File: src/rtl/nn_pkg.sv
// Shared types and constants for the neural-network layer datapath.
package nn_pkg;

  localparam int DATA_WIDTH = 16;
  localparam int FRAC_BITS  = 15;
  localparam int ACC_WIDTH  = 40;

  // Q1.15 saturation limits
  localparam logic [DATA_WIDTH-1:0] SAT_POS = 16'h7FFF;
  localparam logic [DATA_WIDTH-1:0] SAT_NEG = 16'h8000;

  typedef enum logic [2:0] {
    IDLE,
    MAC,
    DRAIN,
    WRITE,
    DONE
  } layer_state_t;

endpackage

File: src/rtl/mac_sat_unit.sv
// Shared MAC datapath: multiply, accumulate, bias add, Q1.15 conversion with
// saturation and optional ReLU. Holds no sequencing logic of its own.
module mac_sat_unit
  import nn_pkg::*;
(
  input  logic                  clk,
  input  logic                  rst,
  input  logic                  acc_en,
  input  logic                  acc_clr,
  input  logic                  bias_ld,
  input  logic                  relu,
  input  logic [DATA_WIDTH-1:0] in_data,
  input  logic [DATA_WIDTH-1:0] w_data,
  input  logic [DATA_WIDTH-1:0] b_data,
  output logic [DATA_WIDTH-1:0] result
);

  // One extra bit so the bias add itself can never wrap
  localparam int SUM_WIDTH = ACC_WIDTH + 1;
  localparam int SHR_WIDTH = SUM_WIDTH - FRAC_BITS;
  localparam logic signed [SHR_WIDTH-1:0] MAX_VAL = SHR_WIDTH'(32767);
  localparam logic signed [SHR_WIDTH-1:0] MIN_VAL = SHR_WIDTH'(-32768);

  logic signed [ACC_WIDTH-1:0]    acc_q, acc_d;
  logic signed [DATA_WIDTH-1:0]   bias_q;
  logic signed [2*DATA_WIDTH-1:0] product;
  logic signed [ACC_WIDTH-1:0]    product_ext;
  logic signed [SUM_WIDTH-1:0]    acc_ext;
  logic signed [SUM_WIDTH-1:0]    bias_ext;
  logic signed [SUM_WIDTH-1:0]    sum;
  logic signed [SHR_WIDTH-1:0]    shifted;

  assign product     = $signed(in_data) * $signed(w_data);
  assign product_ext = {{(ACC_WIDTH-2*DATA_WIDTH){product[2*DATA_WIDTH-1]}}, product};

  // Next accumulator value: clear wins over accumulate
  always_comb begin
    acc_d = acc_q;
    if (acc_clr) begin
      acc_d = '0;
    end else if (acc_en) begin
      acc_d = acc_q + product_ext;
    end
  end

  // Accumulator and captured bias registers
  always_ff @(posedge clk or posedge rst) begin
    if (rst) begin
      acc_q  <= '0;
      bias_q <= '0;
    end else begin
      acc_q <= acc_d;
      if (bias_ld) begin
        bias_q <= $signed(b_data);
      end
    end
  end

  // Bias is aligned to Q2.30 by appending FRAC_BITS zeros; dropping the low
  // FRAC_BITS of the sum is an arithmetic shift that truncates toward -inf.
  assign acc_ext  = {acc_q[ACC_WIDTH-1], acc_q};
  assign bias_ext = {{(SUM_WIDTH-DATA_WIDTH-FRAC_BITS){bias_q[DATA_WIDTH-1]}},
                     bias_q, {FRAC_BITS{1'b0}}};
  assign sum      = acc_ext + bias_ext;
  assign shifted  = sum[SUM_WIDTH-1:FRAC_BITS];

  // Saturate to Q1.15, then clamp negatives to zero when ReLU is selected
  always_comb begin
    result = shifted[DATA_WIDTH-1:0];
    if (relu && shifted[SHR_WIDTH-1]) begin
      result = '0;
    end else if (shifted > MAX_VAL) begin
      result = SAT_POS;
    end else if (shifted < MIN_VAL) begin
      result = SAT_NEG;
    end
  end

endmodule

File: src/rtl/layer_sequencer.sv
// Fully-connected layer sequencer: walks input, weight and bias memories for
// each neuron through one shared MAC and writes one saturated result per neuron.
module layer_sequencer
  import nn_pkg::*;
#(
  parameter int INPUT_SIZE   = 784,
  parameter int NUM_NEURONS  = 32,
  parameter int ADDR_WIDTH   = 10,
  parameter int NEURON_WIDTH = 5,
  parameter int WADDR_WIDTH  = 15
) (
  input  logic                    clk,
  input  logic                    rst,
  input  logic                    start,
  input  logic                    relu_en,
  output logic                    busy,
  output logic                    done,
  output logic [ADDR_WIDTH-1:0]   in_addr,
  input  logic [DATA_WIDTH-1:0]   in_data,
  output logic [WADDR_WIDTH-1:0]  w_addr,
  input  logic [DATA_WIDTH-1:0]   w_data,
  output logic [NEURON_WIDTH-1:0] b_addr,
  input  logic [DATA_WIDTH-1:0]   b_data,
  output logic                    out_we,
  output logic [NEURON_WIDTH-1:0] out_addr,
  output logic [DATA_WIDTH-1:0]   out_data
);

  localparam logic [ADDR_WIDTH-1:0]   K_LAST = ADDR_WIDTH'(INPUT_SIZE - 1);
  localparam logic [NEURON_WIDTH-1:0] N_LAST = NEURON_WIDTH'(NUM_NEURONS - 1);

  layer_state_t            state_q, state_d;
  logic [ADDR_WIDTH-1:0]   k_q, k_d;
  logic [NEURON_WIDTH-1:0] n_q, n_d;
  logic [WADDR_WIDTH-1:0]  w_q, w_d;
  logic                    relu_q, relu_d;
  logic                    acc_en, acc_clr, bias_ld;
  logic [DATA_WIDTH-1:0]   sat_result;

  // State, counters and latched ReLU select
  always_ff @(posedge clk or posedge rst) begin
    if (rst) begin
      state_q <= IDLE;
      k_q     <= '0;
      n_q     <= '0;
      w_q     <= '0;
      relu_q  <= 1'b0;
    end else begin
      state_q <= state_d;
      k_q     <= k_d;
      n_q     <= n_d;
      w_q     <= w_d;
      relu_q  <= relu_d;
    end
  end

  // Next-state, counter updates and datapath controls. The weight address is
  // kept as a running counter (n*INPUT_SIZE+k) so no multiplier is needed.
  always_comb begin
    state_d = state_q;
    k_d     = k_q;
    n_d     = n_q;
    w_d     = w_q;
    relu_d  = relu_q;
    acc_en  = 1'b0;
    acc_clr = 1'b0;
    bias_ld = 1'b0;
    busy    = 1'b0;
    done    = 1'b0;
    out_we  = 1'b0;
    case (state_q)
      IDLE: begin
        if (start) begin
          relu_d  = relu_en;
          k_d     = '0;
          n_d     = '0;
          w_d     = '0;
          acc_clr = 1'b1;
          state_d = MAC;
        end
      end
      MAC: begin
        busy   = 1'b1;
        // Data returned now belongs to the previous cycle's address, which
        // only exists once k has moved past the first term of this neuron.
        acc_en = (k_q != '0);
        if (k_q == K_LAST) begin
          state_d = DRAIN;
        end else begin
          k_d = k_q + 1'b1;
          w_d = w_q + 1'b1;
        end
      end
      DRAIN: begin
        busy    = 1'b1;
        acc_en  = 1'b1;
        bias_ld = 1'b1;
        state_d = WRITE;
      end
      WRITE: begin
        busy    = 1'b1;
        out_we  = 1'b1;
        acc_clr = 1'b1;
        k_d     = '0;
        if (n_q == N_LAST) begin
          state_d = DONE;
        end else begin
          n_d     = n_q + 1'b1;
          w_d     = w_q + 1'b1;
          state_d = MAC;
        end
      end
      DONE: begin
        done    = 1'b1;
        state_d = IDLE;
      end
      default: begin
        state_d = IDLE;
      end
    endcase
  end

  mac_sat_unit u_mac (
    .clk     (clk),
    .rst     (rst),
    .acc_en  (acc_en),
    .acc_clr (acc_clr),
    .bias_ld (bias_ld),
    .relu    (relu_q),
    .in_data (in_data),
    .w_data  (w_data),
    .b_data  (b_data),
    .result  (sat_result)
  );

  assign in_addr  = k_q;
  assign w_addr   = w_q;
  assign b_addr   = n_q;
  assign out_addr = n_q;
  assign out_data = out_we ? sat_result : '0;

endmodule

File: config.mk
export PLATFORM = sky130hd
export DESIGN_NAME = layer_sequencer
export DESIGN_NICKNAME = d
export VERILOG_FILES = /design/src/rtl/nn_pkg.sv /design/src/rtl/mac_sat_unit.sv /design/src/rtl/layer_sequencer.sv
export SDC_FILE = /design/constraint.sdc
export NUM_CORES = 1
export LEC_CHECK = 0
export CAP_MARGIN = 20
export CORE_AREA = 3 3 188 328
export CTS_CLUSTER_SIZE = 16
export DETAILED_ROUTE_END_ITERATION = 10
export DIE_AREA = 0 0 191 331
export SYNTH_ARGS = -nofsm -noshare
export SYNTH_HDL_FRONTEND = slang
export SYNTH_SLANG_ARGS = --single-unit
File: constraint.sdc
create_clock -name clk -period 6.24 [get_ports clk]
set_input_delay 1.248 -clock clk [delete_from_list [all_inputs] [get_ports clk]]
set_output_delay 1.248 -clock clk [all_outputs]
set_load 0.02 [all_outputs]
# Word-level counts from Yosys, hierarchy flattened
# Index checks and enable logic that the tools add are counted.
[totals] regBits=90 out_inout_bits=54
[classes] addsub=5 n_mul=1 magnitude_cmp=2 eq_ne=10 muxes=27 n_reduce_logical=12
[ops] cell="$mux 40" n=2
[ops] cell="$mux 16" n=4
[ops] cell="$mux 15" n=3
[ops] cell="$pmux 15 s3" n=1
[ops] cell="$add 40x31->41" n=1
[ops] cell="$add 40x32->40" n=1
[ops] cell="$mul 16x16->32" n=1
[ops] cell="$pmux 10 s3" n=1
[ops] cell="$gt 26x16->1 const B" n=1
[ops] cell="$lt 26x16->1 const B" n=1
[ops] cell="$mux 10" n=2
[ops] cell="$add 15x1->15 const B" n=1
[ops] cell="$pmux 3 s4" n=1
[ops] cell="$add 10x1->10 const B" n=1
[ops] cell="$eq 10x10->1 const B" n=1
[ops] cell="$mux 5" n=2
[ops] cell="$pmux 5 s2" n=1
[ops] cell="$reduce_bool 10->1" n=1
[ops] cell="$mux 3" n=3
[ops] cell="$ne 2x2->1 const B" n=4
[ops] cell="$eq 3x2->1 const B" n=2
[ops] cell="$reduce_and 3->1" n=2
[ops] cell="$add 5x1->5 const B" n=1
[ops] cell="$eq 5x5->1 const B" n=1
[ops] cell="11 further kinds" n=18

# Depth between registers and ports, before layout
[depth] depth_word=6 ltp_mapped=24 ltp_nobuf=23

# Cells and area by module
# A second synthesis with hierarchy kept.
[unflattened] cells_unflattened=1972 area_unflattened_um2=18136.1
[by_module_without_submodules] mod="mac_sat_unit" n_inst=1 cells_each=1733 area_each_um2=15955.3
[by_module_without_submodules] mod="layer_sequencer" n_inst=1 cells_each=239 area_each_um2=2180.8

# Least setup slack after synthesis
# Ideal clock, no wire load.
[synth_timing] path_type="input to register" start="input port in_data[15]" end="register u_mac.acc_q[36]" setup_time_ns=0.135 t_arrival_ns=6.968 t_required_ns=6.105 setup_slack_ns=-0.863 stages=23 n_path_buf=2 path_cell_list="clkbuf_1 -> nand2_1 -> inv_1 -> fa_1 -> fa_1 -> inv_1 -> fa_1 -> fa_1 -> inv_1 -> fa_1 -> inv_1 -> fa_1 -> inv_1 -> ha_1 -> clkbuf_1 -> nand4_1 -> nor4_1 -> and2_1 -> a32o_1 -> o211ai_1 -> a21oi_1 -> xnor2_1 -> o21ai_0"
[synth_via] elab_chain_len=4
[synth_lines] element="start, declared" line_no="layer_sequencer.sv:19" text="input logic [DATA_WIDTH-1:0] in_data,"
[synth_lines] element="$mul 16x16->32" line_no="mac_sat_unit.sv:33" text="assign product = $signed(in_data) * $signed(w_data);"
[synth_lines] element="$add 40x32->40" line_no="mac_sat_unit.sv:42" text="acc_d = acc_q + product_ext;"
[synth_lines] element="$mux 40" line_no="mac_sat_unit.sv:41" text="end else if (acc_en) begin"
[synth_lines] element="$mux 40" line_no="mac_sat_unit.sv:39" text="if (acc_clr) begin"
[synth_lines] element="end signal, assigned" line_no="mac_sat_unit.sv:49" text="acc_q <= '0;"
[synth_lines] element="end signal, assigned" line_no="mac_sat_unit.sv:52" text="acc_q <= acc_d;"
[synth_lines] element="end, declared" line_no="mac_sat_unit.sv:24" text="logic signed [ACC_WIDTH-1:0] acc_q, acc_d;"
# No other way between the ends. The select of a mux whose other input is x is not followed.
# A chain may end at the register's enable or synchronous reset.

# Worst setup path after layout
[layout_timing] start="input port in_data[2]" end="register u_mac.acc_q[37]"
# Same word-level chain as after synthesis.

==> impl_metrics.env <==
export IMPL_yosysWarnings=0
export IMPL_antenna_found_initial=2
export IMPL_worstMarginPinSlew_ps=973
export IMPL_synth_distinct_cells=74
export IMPL_holdCritPathClass="reg2reg"
export IMPL_setup_slack_ps=-557
export IMPL_cts_tree="done"
export IMPL_arrival_ps=7060
export IMPL_finalHoldViolations=0
export IMPL_yosysSeqAreaShare_pct=12.7
export IMPL_rows=118
export IMPL_synthSimpleGateAreaFrac_pct=14.8
export IMPL_synth_top_cells_by_count="inv_1, fa_1, nand2_1, ha_1, and2_1"
export IMPL_clk_pin_slew_ps=70
export IMPL_synth_compound_area_share_pct=9.80
export IMPL_overflow=0
export IMPL_cts_root_buf="clkbuf_16"
export IMPL_ys_dominant_reg_cell="dfrtp_1"
export IMPL_synthToLayoutAreaGrowth_pct=34.9
export IMPL_dp_hpwl_um=43100
export IMPL_h_tree_depth=3
export IMPL_setup_violations_final=25
export IMPL_cts_buffers_inserted=9
export IMPL_ys_seq_elements=90
export IMPL_syn_avg_cell_area_um2=9.21
export IMPL_synthTopCellsByArea="fa_1, dfrtp_1, ha_1, inv_1, nand2_1"
export IMPL_yosysTopAreaCellShare_pct=37.5
export IMPL_synthMuxAreaShare_pct=1.26
export IMPL_grt_pass1_vias=16164
export IMPL_routed_via_density=4.76
export IMPL_status="finished with violations"
export IMPL_synth_edff_count=0
export IMPL_crit_path_start_kind="primary input"
export IMPL_die_w_um=191
export IMPL_drtPass1Iterations=5
export IMPL_vias=14553
export IMPL_min_period_over_period_pct=109
export IMPL_antenna_left=0
export IMPL_rsz0062_at_grt="true"
export IMPL_yosysMostFrequentCell="inv_1"
export IMPL_async_flop_share_pct=100
export IMPL_utilization_pct=40.3
export IMPL_drt_iter0_markers=626
export IMPL_grt_usage_pct=18.0
export IMPL_violations="setup timing"
export IMPL_synthXorXnorAreaFrac_pct=3.22
export IMPL_clock_skew_ps=15.8
export IMPL_max_freq_ghz=0.147
export IMPL_synth_fa_ha_area_share_pct=47.7
export IMPL_nets=2800
export IMPL_post_place_ws_ps=-1410
export IMPL_portBuffers=105
export IMPL_chipHeight_um=331
export IMPL_yosys_area_top_type="fa_1"
export IMPL_synth_top_family_by_area="adder cells"
export IMPL_cts_path_max_buffers=2
export IMPL_synth_area_um2=17700
export IMPL_drc_errors=0
export IMPL_end_kind="register"
export IMPL_max_cap_violations=0
export IMPL_synth_cells=1920
export IMPL_io_pins=106
export IMPL_required_ps=6500
export IMPL_grt_max_degree=49
export IMPL_wl_um=55500
export IMPL_die_area_um2=63200
export IMPL_period_needed_ps=6800
export IMPL_syn_num_nets=2448
export IMPL_coreArea_um2=59200
export IMPL_slew_violations=0
export IMPL_place_congestion=0.881
export IMPL_grt_pass1_wl_um=88400
export IMPL_clkSinkCount=90
export IMPL_critPathKind="in2reg"
export IMPL_worstSkewPairLatency_ps=370
export IMPL_start_util_pct=29.9
export IMPL_slew_headroom_pct=35.1
export IMPL_cp_max_fo=6
export IMPL_post_drt_wl_per_cell_um=18.1
export IMPL_drive_gt1_share_pct=27.5
==> critical path, cell delays in order <==
cell       delay, ps
buf_2            140
bufbuf_16        280
and2_1           170
fa_2             400
fa_1             500
fa_2             600
fa_2             460
fa_1             520
inv_2             50
fa_1             490
inv_2             50
ha_4             280
nand2_4           60
or4_4            530
nor3_4           250
o21ai_2          120
a21oi_2          180
o21ai_2           80
buf_4            140
o211a_1          220
o41ai_2          280
==> layout by cell type (no fill, tap or decap), types with 19 or more instances in the layout <==
| cell type | count |
|---|---|
| nand3_1 | 24 |
| dfrtp_1 | 90 |
| a21oi_1 | 31 |
| o21ai_0 | 29 |
| and2_4 | 32 |
| a21o_1 | 29 |
| inv_2 | 47 |
| xor2_1 | 25 |
| xnor2_1 | 29 |
| fa_1 | 307 |
| buf_6 | 53 |
| ha_4 | 22 |
| fa_2 | 24 |
| buf_4 | 210 |
| nor2_1 | 59 |
| inv_1 | 375 |
| o21ai_1 | 19 |
| buf_12 | 28 |
| and2_1 | 88 |
| nand2_1 | 200 |
| clkdlybuf4s50_1 | 74 |
| ha_1 | 121 |
==> cells by family (layout without fill, tap and decap cells) <==
group,after synthesis,in the layout
AOI/OAI and AO/OA,247,247
and+or+nand+nor,536,536
other,0,2
DFF,90,90
muxes,20,20
adders and majority gates,476,476
xor gates and xnor gates,65,65
buffers and inverters,486,843
==> final timing paths <==
kind                                 start                to  slack (ps)  cells after the start
max in group asynchronous              rst  u_mac.bias_q[15]        3850                      3
min                         u_mac.acc_q[2]    u_mac.acc_q[2]         500                      2
max reg2reg                u_mac.acc_q[15]   u_mac.acc_q[37]         790                     19
min reg2reg                 u_mac.acc_q[2]    u_mac.acc_q[2]         500                      2
min in group asynchronous              rst        state_q[2]        1300                      2
max                             in_data[2]   u_mac.acc_q[37]        -560                     21
==> flip-flops by register name, summed over array words and instances, names as in the netlist <==
signal,count
u_mac.bias_q,16
w_addr,15
in_addr,10
b_addr,5
state_q,3
relu_q,1
u_mac.acc_q,40
==> through the flow <==
stage / instances / cell area (µm²) / setup TNS [ps] / hold WS [ps]
floorplan: 1920 / 18200 / -2720 / 454
global placement: 2929 / 21600 / -31460 / 474
detailed placement: 2929 / 21600 / -32110 / 486
CTS: 3037 / 23400 / -7270 / 503
global route: 3059 / 23900 / -12330 / 524
finish: 3059 / 23900 / -8030 / 503
==> area by class of cell <==
class,instances,area [µm²]
Antenna cell,2,5.00
Clock inverter,6,56.3
Tap cell,780,976
Sequential cell,90,2250
Multi-Input combinational cell,1344,14700
Fill cell,5703,35300
Clock buffer,10,239
Timing Repair Buffer,401,4030
Inverter,426,1610
==> metal layers <==
metal	global-route usage, %	share of wire (%)
met1	18.4	35
met2	35.6	56
met3	1.58	2.5
met4	9.31	6.6
met5	0	0
==> timing repair <==
item	4_1_cts	5_1_grt
gates resized for setup	330	135
hold buffers	0	0
setup buffers	82	37
pin swaps	117	144
cloned	11	1
setup endpoints to repair	28	29
Power is not shown: default switching activity piles up to over one toggle a cycle in this logic, so the estimate is an artifact.
==> RTL change 1: new RTL, config.mk and constraints unchanged <==
Add an input register stage for `start`, `relu_en`, `in_data`, `w_data` and `b_data`; this delays them by one clock.
--- a/src/rtl/layer_sequencer.sv
+++ b/src/rtl/layer_sequencer.sv
@@ -30,2 +30,16 @@
   localparam logic [NEURON_WIDTH-1:0] N_LAST = NEURON_WIDTH'(NUM_NEURONS - 1);
+
+  logic start_q;
+  logic relu_en_q;
+  logic [DATA_WIDTH-1:0] in_data_q;
+  logic [DATA_WIDTH-1:0] w_data_q;
+  logic [DATA_WIDTH-1:0] b_data_q;
+
+  always_ff @(posedge clk) begin
+    start_q   <= start;
+    relu_en_q <= relu_en;
+    in_data_q <= in_data;
+    w_data_q  <= w_data;
+    b_data_q  <= b_data;
+  end
 
@@ -72,4 +86,4 @@
       IDLE: begin
-        if (start) begin
-          relu_d  = relu_en;
+        if (start_q) begin
+          relu_d  = relu_en_q;
           k_d     = '0;
@@ -129,5 +143,5 @@
     .relu    (relu_q),
-    .in_data (in_data),
-    .w_data  (w_data),
-    .b_data  (b_data),
+    .in_data (in_data_q),
+    .w_data  (w_data_q),
+    .b_data  (b_data_q),
     .result  (sat_result)
Formal check against the unedited RTL: not equivalent (a bounded check fails within 4 cycles, from zero or initial values and one cycle with rst high).
==> RTL change 1 against the original RTL <==
Utilization decreased by 0.69 points. Wire length fell by 4.5%. Global-route usage is 0.48 points lower. Final area fell by 1.7%. Die area unchanged. Sequential cell count up 50. Synthesized cell count rose by 4.5%. Non-clock buffer count down 95. Cell count hardly changed. Synthesized area is 7.0% higher. Setup slack better by 690 ps. Highest routed layer unchanged.
Power is left out: the tool's default activity adds up to more than one toggle a clock period on the data nets, which glitch-free logic cannot reach.
==> RTL change 1: results (changes against the original RTL) <==
Outcome
  – Status: finished clean

Layout
  – N_diodes: 0 (-2)
  – Nets: 2791 (-0.32%)
  – Largest Register: u_mac.acc_q
  – Layout cell share with drive strength beyond 1: 0.170 (-0.105)
  – Max FFs per register: 40 (unchanged)
  – Fillers: 5744 (+0.72%)

STA
  – Clk_skew: 20.1 ps (+4.37 ps)
  – Slew of the pin with the lowest slew margin: 952 ps (-21.5 ps)

Worst setup path
  – WP data arrival: 6430 ps (-630 ps)
  – Crit Path Max Fanout: 7 (+1)

Global route
  – Vias in the first global route: 16500 (+1.9%)
  – Total Routing Usage GR: 0.175 (-0.00478)
  – Initial antenna violation count: 0 (-2)
  – First-pass GRT wire length: 86.5 mm (-2.1%)
  – Pin count of the biggest net entering global routing: 54 (+10%)

Route
  – Post-Route WL: 53.0 mm (-4.5%)
  – Initial drt markers: 572 (-8.6%)
  – DR vias: 14700 (+0.93%)
  – TritonRoute pass-1 iters: 7 (+2)

Place
  – Post-DP HPWL: 44.9 mm (+4.2%)
  – I/O Buffers: 105 (unchanged)
  – Gpl congestion: 0.888 (+0.71%)

CTS
  – Clock Path Buffers: 2 (unchanged)
  – Clk slew on worst S/H paths: 70 ps (about the same)
  – Clk root buf: clkbuf_16
  – H-tree level count: 4 (+1)
  – Clk Latency, worst-skew pair: 450 ps (+80 ps)
  – CTS buffer count: 17 (+8)

Synth
  – Top cell type's share of synthesized area: 0.350 (-0.0245)
  – Ys async rst share: 0.643 (-0.357)
  – Primary FF master, synth: dfrtp_1
  – Yosys warnings: 0 (unchanged)
  – Post-synth net total: 2535 (+3.6%)
  – Distinct cells, synth: 72 (-2.7%)
  – Most frequent cells after synthesis: 438 x inv_1, 331 x fa_1, 199 x nand2_1, 145 x ha_1, 115 x and2_1
  – Fraction of the yosys area taken by sequential cells: 0.172 (+0.0445)
  – Top cells by area, synth: fa_1 35%, dfrtp_1 12%, ha_1 9.6%

Job
  – Max Cap Viol: 0 (unchanged)

Min path
  – Worst hold path class: reg2reg
-- RTL change 1: cell count changes after synthesis, moves of 10 or more --
| cell | change |
|---|---|
| a21oi_1 | +19 |
| clkbuf_1 | +10 |
| dfxtp_1 | +50 |
| o31ai_1 | -11 |
| o21ai_0 | -11 |
| inv_1 | +12 |
| a22o_1 | +23 |
| nand2_1 | -24 |
| nand4_1 | +11 |
| xnor2_1 | +12 |
-- RTL change 1: cell type report --
type | instances | share of cell area
tap | 780 | 0.0416
clock buffer | 18 | 0.0183
inverter | 438 | 0.0703
clock inverter | 14 | 0.00651
multi-input combinational | 1360 | 0.606
timing repair buffer | 306 | 0.116
sequential | 140 | 0.141
-- RTL change 1: repair_timing --
action / CTS / global route
pin swaps: 16 / 94
gates resized for setup: 45 / 120
cloned: 0 / 0
buffers inserted: 4 / 18
endpoints found under the setup margin: 29 / 27
hold endpoints to repair: 0 / 0
-- RTL change 1: per-stage QoR --
step	area [um^2]	instances	setup WS, ps	hold slack, ps	setup TNS (ps)
CTS	22800	3038	0.520	432	0
detailed placement	22100	3002	-399	421	-3740
global placement	22100	3002	-288	423	-2360
floorplan	18900	2007	0.293	398	0
global route	23500	3056	-95.3	464	-389
finish	23500	3056	136	427	0
-- RTL change 1: worst paths after layout --
kind / from / endpoint / slack [ps] / cells after the start
setup reg to reg: w_data_q[7]$_DFF_P_ / u_mac.acc_q[31]$_DFFE_PP0P_ / 140 / 22
hold reg to reg: relu_en_q$_DFF_P_ / relu_q$_DFFE_PP0P_ / 430 / 2
setup / recovery: w_data_q[7]$_DFF_P_ / u_mac.acc_q[31]$_DFFE_PP0P_ / 140 / 22
min in group asynchronous: rst / in_addr[9]$_DFFE_PP0P_ / 1200 / 2
max in group asynchronous: rst / u_mac.acc_q[34]$_DFFE_PP0P_ / 3940 / 3
hold / removal: relu_en_q$_DFF_P_ / relu_q$_DFFE_PP0P_ / 430 / 2
-- RTL change 1: logic make-up after synthesis --
group,share of synthesized area
compound gates,0.0993
xor+xnor,0.0338
fa+ha+maj,0.446
buf+inv,0.102
flops,0.172
mux,0.0132
simple gates,0.134
-- RTL change 1: critical path, cell delays in order, from the launching register on --
cell      delay, ps
dfxtp_1         360
buf_6           150
buf_6           140
nand2_1          80
fa_1            530
inv_1            50
fa_1            500
fa_1            530
fa_1            550
fa_1            530
inv_1            50
fa_1            480
inv_1            60
ha_4            220
a21o_1          150
a21o_1          170
a221oi_2        240
o31a_1          270
o21a_1          200
nor2b_4         140
o21bai_1         90
or2_4           230
a32o_1          250
-- RTL change 1: per-layer routing --
metal | vias to the layer above | global-route usage | routed length, um
met3 | 138 | 0.0196 | 1520
met4 | 0 | 0.0851 | 2880
li1 | 6787 | - | -
met2 | 337 | 0.350 | 30600
met5 | - | 0 | 0
met1 | 7427 | 0.176 | 18000
==> RTL change 2: new RTL, config.mk and constraints unchanged <==
Made on the original files. Change the parameter `NEURON_WIDTH` from 5 to 7.
--- a/src/rtl/layer_sequencer.sv
+++ b/src/rtl/layer_sequencer.sv
@@ -8,3 +8,3 @@
   parameter int ADDR_WIDTH   = 10,
-  parameter int NEURON_WIDTH = 5,
+  parameter int NEURON_WIDTH = 7,
   parameter int WADDR_WIDTH  = 15
Interface: changed (resized b_addr and out_addr); port bits go from 106 to 110. No check against the original RTL was run, so the function may have changed too.
==> RTL change 2 against the original RTL <==
The flow still finishes with violations (setup timing). Setup slack worse by 130 ps. Fmax down 1.8%. Die area unchanged. Utilization down 0.46 points. Sequential cell count up 2. Largest cell class unchanged. Wire length down 5.5%. Final area down 1.2%. Synthesized area up 0.52%. Sequential share of layout area up 0.32 points. Register-to-register slack worse by 20 ps. Critical path depth up 4.
Power is not shown: default switching activity piles up to over one toggle a cycle in this logic, so the estimate is an artifact.
==> RTL change 2: results (changes against the original RTL) <==
STA
  – # setup viols final: 22 (-12%)
  – Slew of the pin with the lowest slew margin: 1030 ps (+57.2 ps)
  – Setup ws final: -684 ps (-127 ps)
  – Setup TNS: -9970 ps (-1940 ps)
  – Clk_skew: 7.40 ps (-8.35 ps)

Global route
  – Initial antenna violation count: 1 (-1)
  – First-pass GRT wire length: 85.3 mm (-3.6%)
  – Vias in the first global route: 16200 (+0.35%)
  – Total Routing Usage GR: 0.171 (-0.00901)

Worst setup path
  – CP max stage delay: 550 ps (-50 ps)
  – Crit path from: w_data[5]
  – Critical Path Slowest Stage Cell: fa_1
  – WP data arrival: 7170 ps (+110 ps)
  – Worst R2R End: u_mac.acc_q[38]$_DFFE_PP0P_
  – Reg2reg start: u_mac.acc_q[9]$_DFFE_PP0P_

Layout
  – Fillers: 5739 (+0.63%)
  – Nets: 2784 (-0.57%)

Place
  – DP Area: 0.0215 mm^2 (-0.12%)
  – I/O Buffers: 109 (+3.8%)
  – Post-DP HPWL: 41.5 mm (-3.7%)

Synth
  – Most frequent cells after synthesis: 424 x inv_1, 331 x fa_1, 199 x nand2_1, 144 x ha_1, 121 x and2_1
  – Top cells by area, synth: fa_1 37%, dfrtp_1 13%, ha_1 10%
  – Fraction of the yosys area taken by sequential cells: 0.129 (+0.00216)
  – Distinct cells, synth: 75 (+1.4%)

Route
  – Vias per cell: 4.76 (about the same)
  – Initial drt markers: 465 (-26%)
  – TritonRoute pass-1 iters: 7 (+2)
  – Post-Route WL: 52.4 mm (-5.5%)

Min path
  – Hold path endpoint: u_mac.acc_q[1]$_DFFE_PP0P_
  – Start point of the worst hold path: u_mac.acc_q[1]$_DFFE_PP0P_

Outcome
  – Violated checks: setup timing
  – Status: complete, but fails checks
-- RTL change 2: metal layers --
metal	up-vias	routed length, um	GRT usage
li1	6648	-	-
met1	7356	17800	0.171
met2	331	29800	0.343
met3	152	1580	0.0176
met4	0	3230	0.0846
met5	-	0	0
-- RTL change 2: cell type report --
cell class | count | area (um^2) | area share
Antenna cell | 1 | 2.50 | 0.000106
Clock buffer | 9 | 225 | 0.00955
Clock inverter | 7 | 97.6 | 0.00414
Inverter | 424 | 1600 | 0.0678
Multi-Input combinational cell | 1339 | 14500 | 0.615
Sequential cell | 92 | 2300 | 0.0976
Tap cell | 780 | 976 | 0.0414
Timing Repair Buffer | 391 | 3880 | 0.165
-- RTL change 2: cell families (layout without fill, tap and decap cells) --
| family | Yosys count | in the layout | synth area share |
|---|---|---|---|
| XOR/XNOR | 75 | 75 | 0.0369 |
| multiplexers | 20 | 20 | 0.0125 |
| adder cells (fa/ha/maj) | 475 | 475 | 0.474 |
| other | 0 | 1 | 0 |
| AND/OR/NAND/NOR | 510 | 510 | 0.141 |
| AO/OA/AOI/OAI | 259 | 259 | 0.0987 |
| flip-flops | 92 | 92 | 0.129 |
| buffers and inverters | 488 | 831 | 0.107 |
-- RTL change 2: timing repair --
| item | 4_1_cts | 5_1_grt |
|---|---|---|
| pin swaps | 119 | 99 |
| hold buffers | 0 | 0 |
| endpoints found under the setup margin | 31 | 37 |
| gates cloned | 11 | 1 |
| hold endpoints to repair | 0 | 0 |
| buffers inserted | 79 | 14 |
| gates resized for setup | 246 | 125 |
-- RTL change 2: through the flow --
step           hold slack (ps)  std cells  worst slack, ps
3_5_place_dp               489       2928            -1490
5_1_grt                    523       3043             -806
4_1_cts                    505       3032             -689
6_report                   495       3043             -684
3_3_place_gp               480       2928            -1400
2_1_floorplan              455       1919             -533
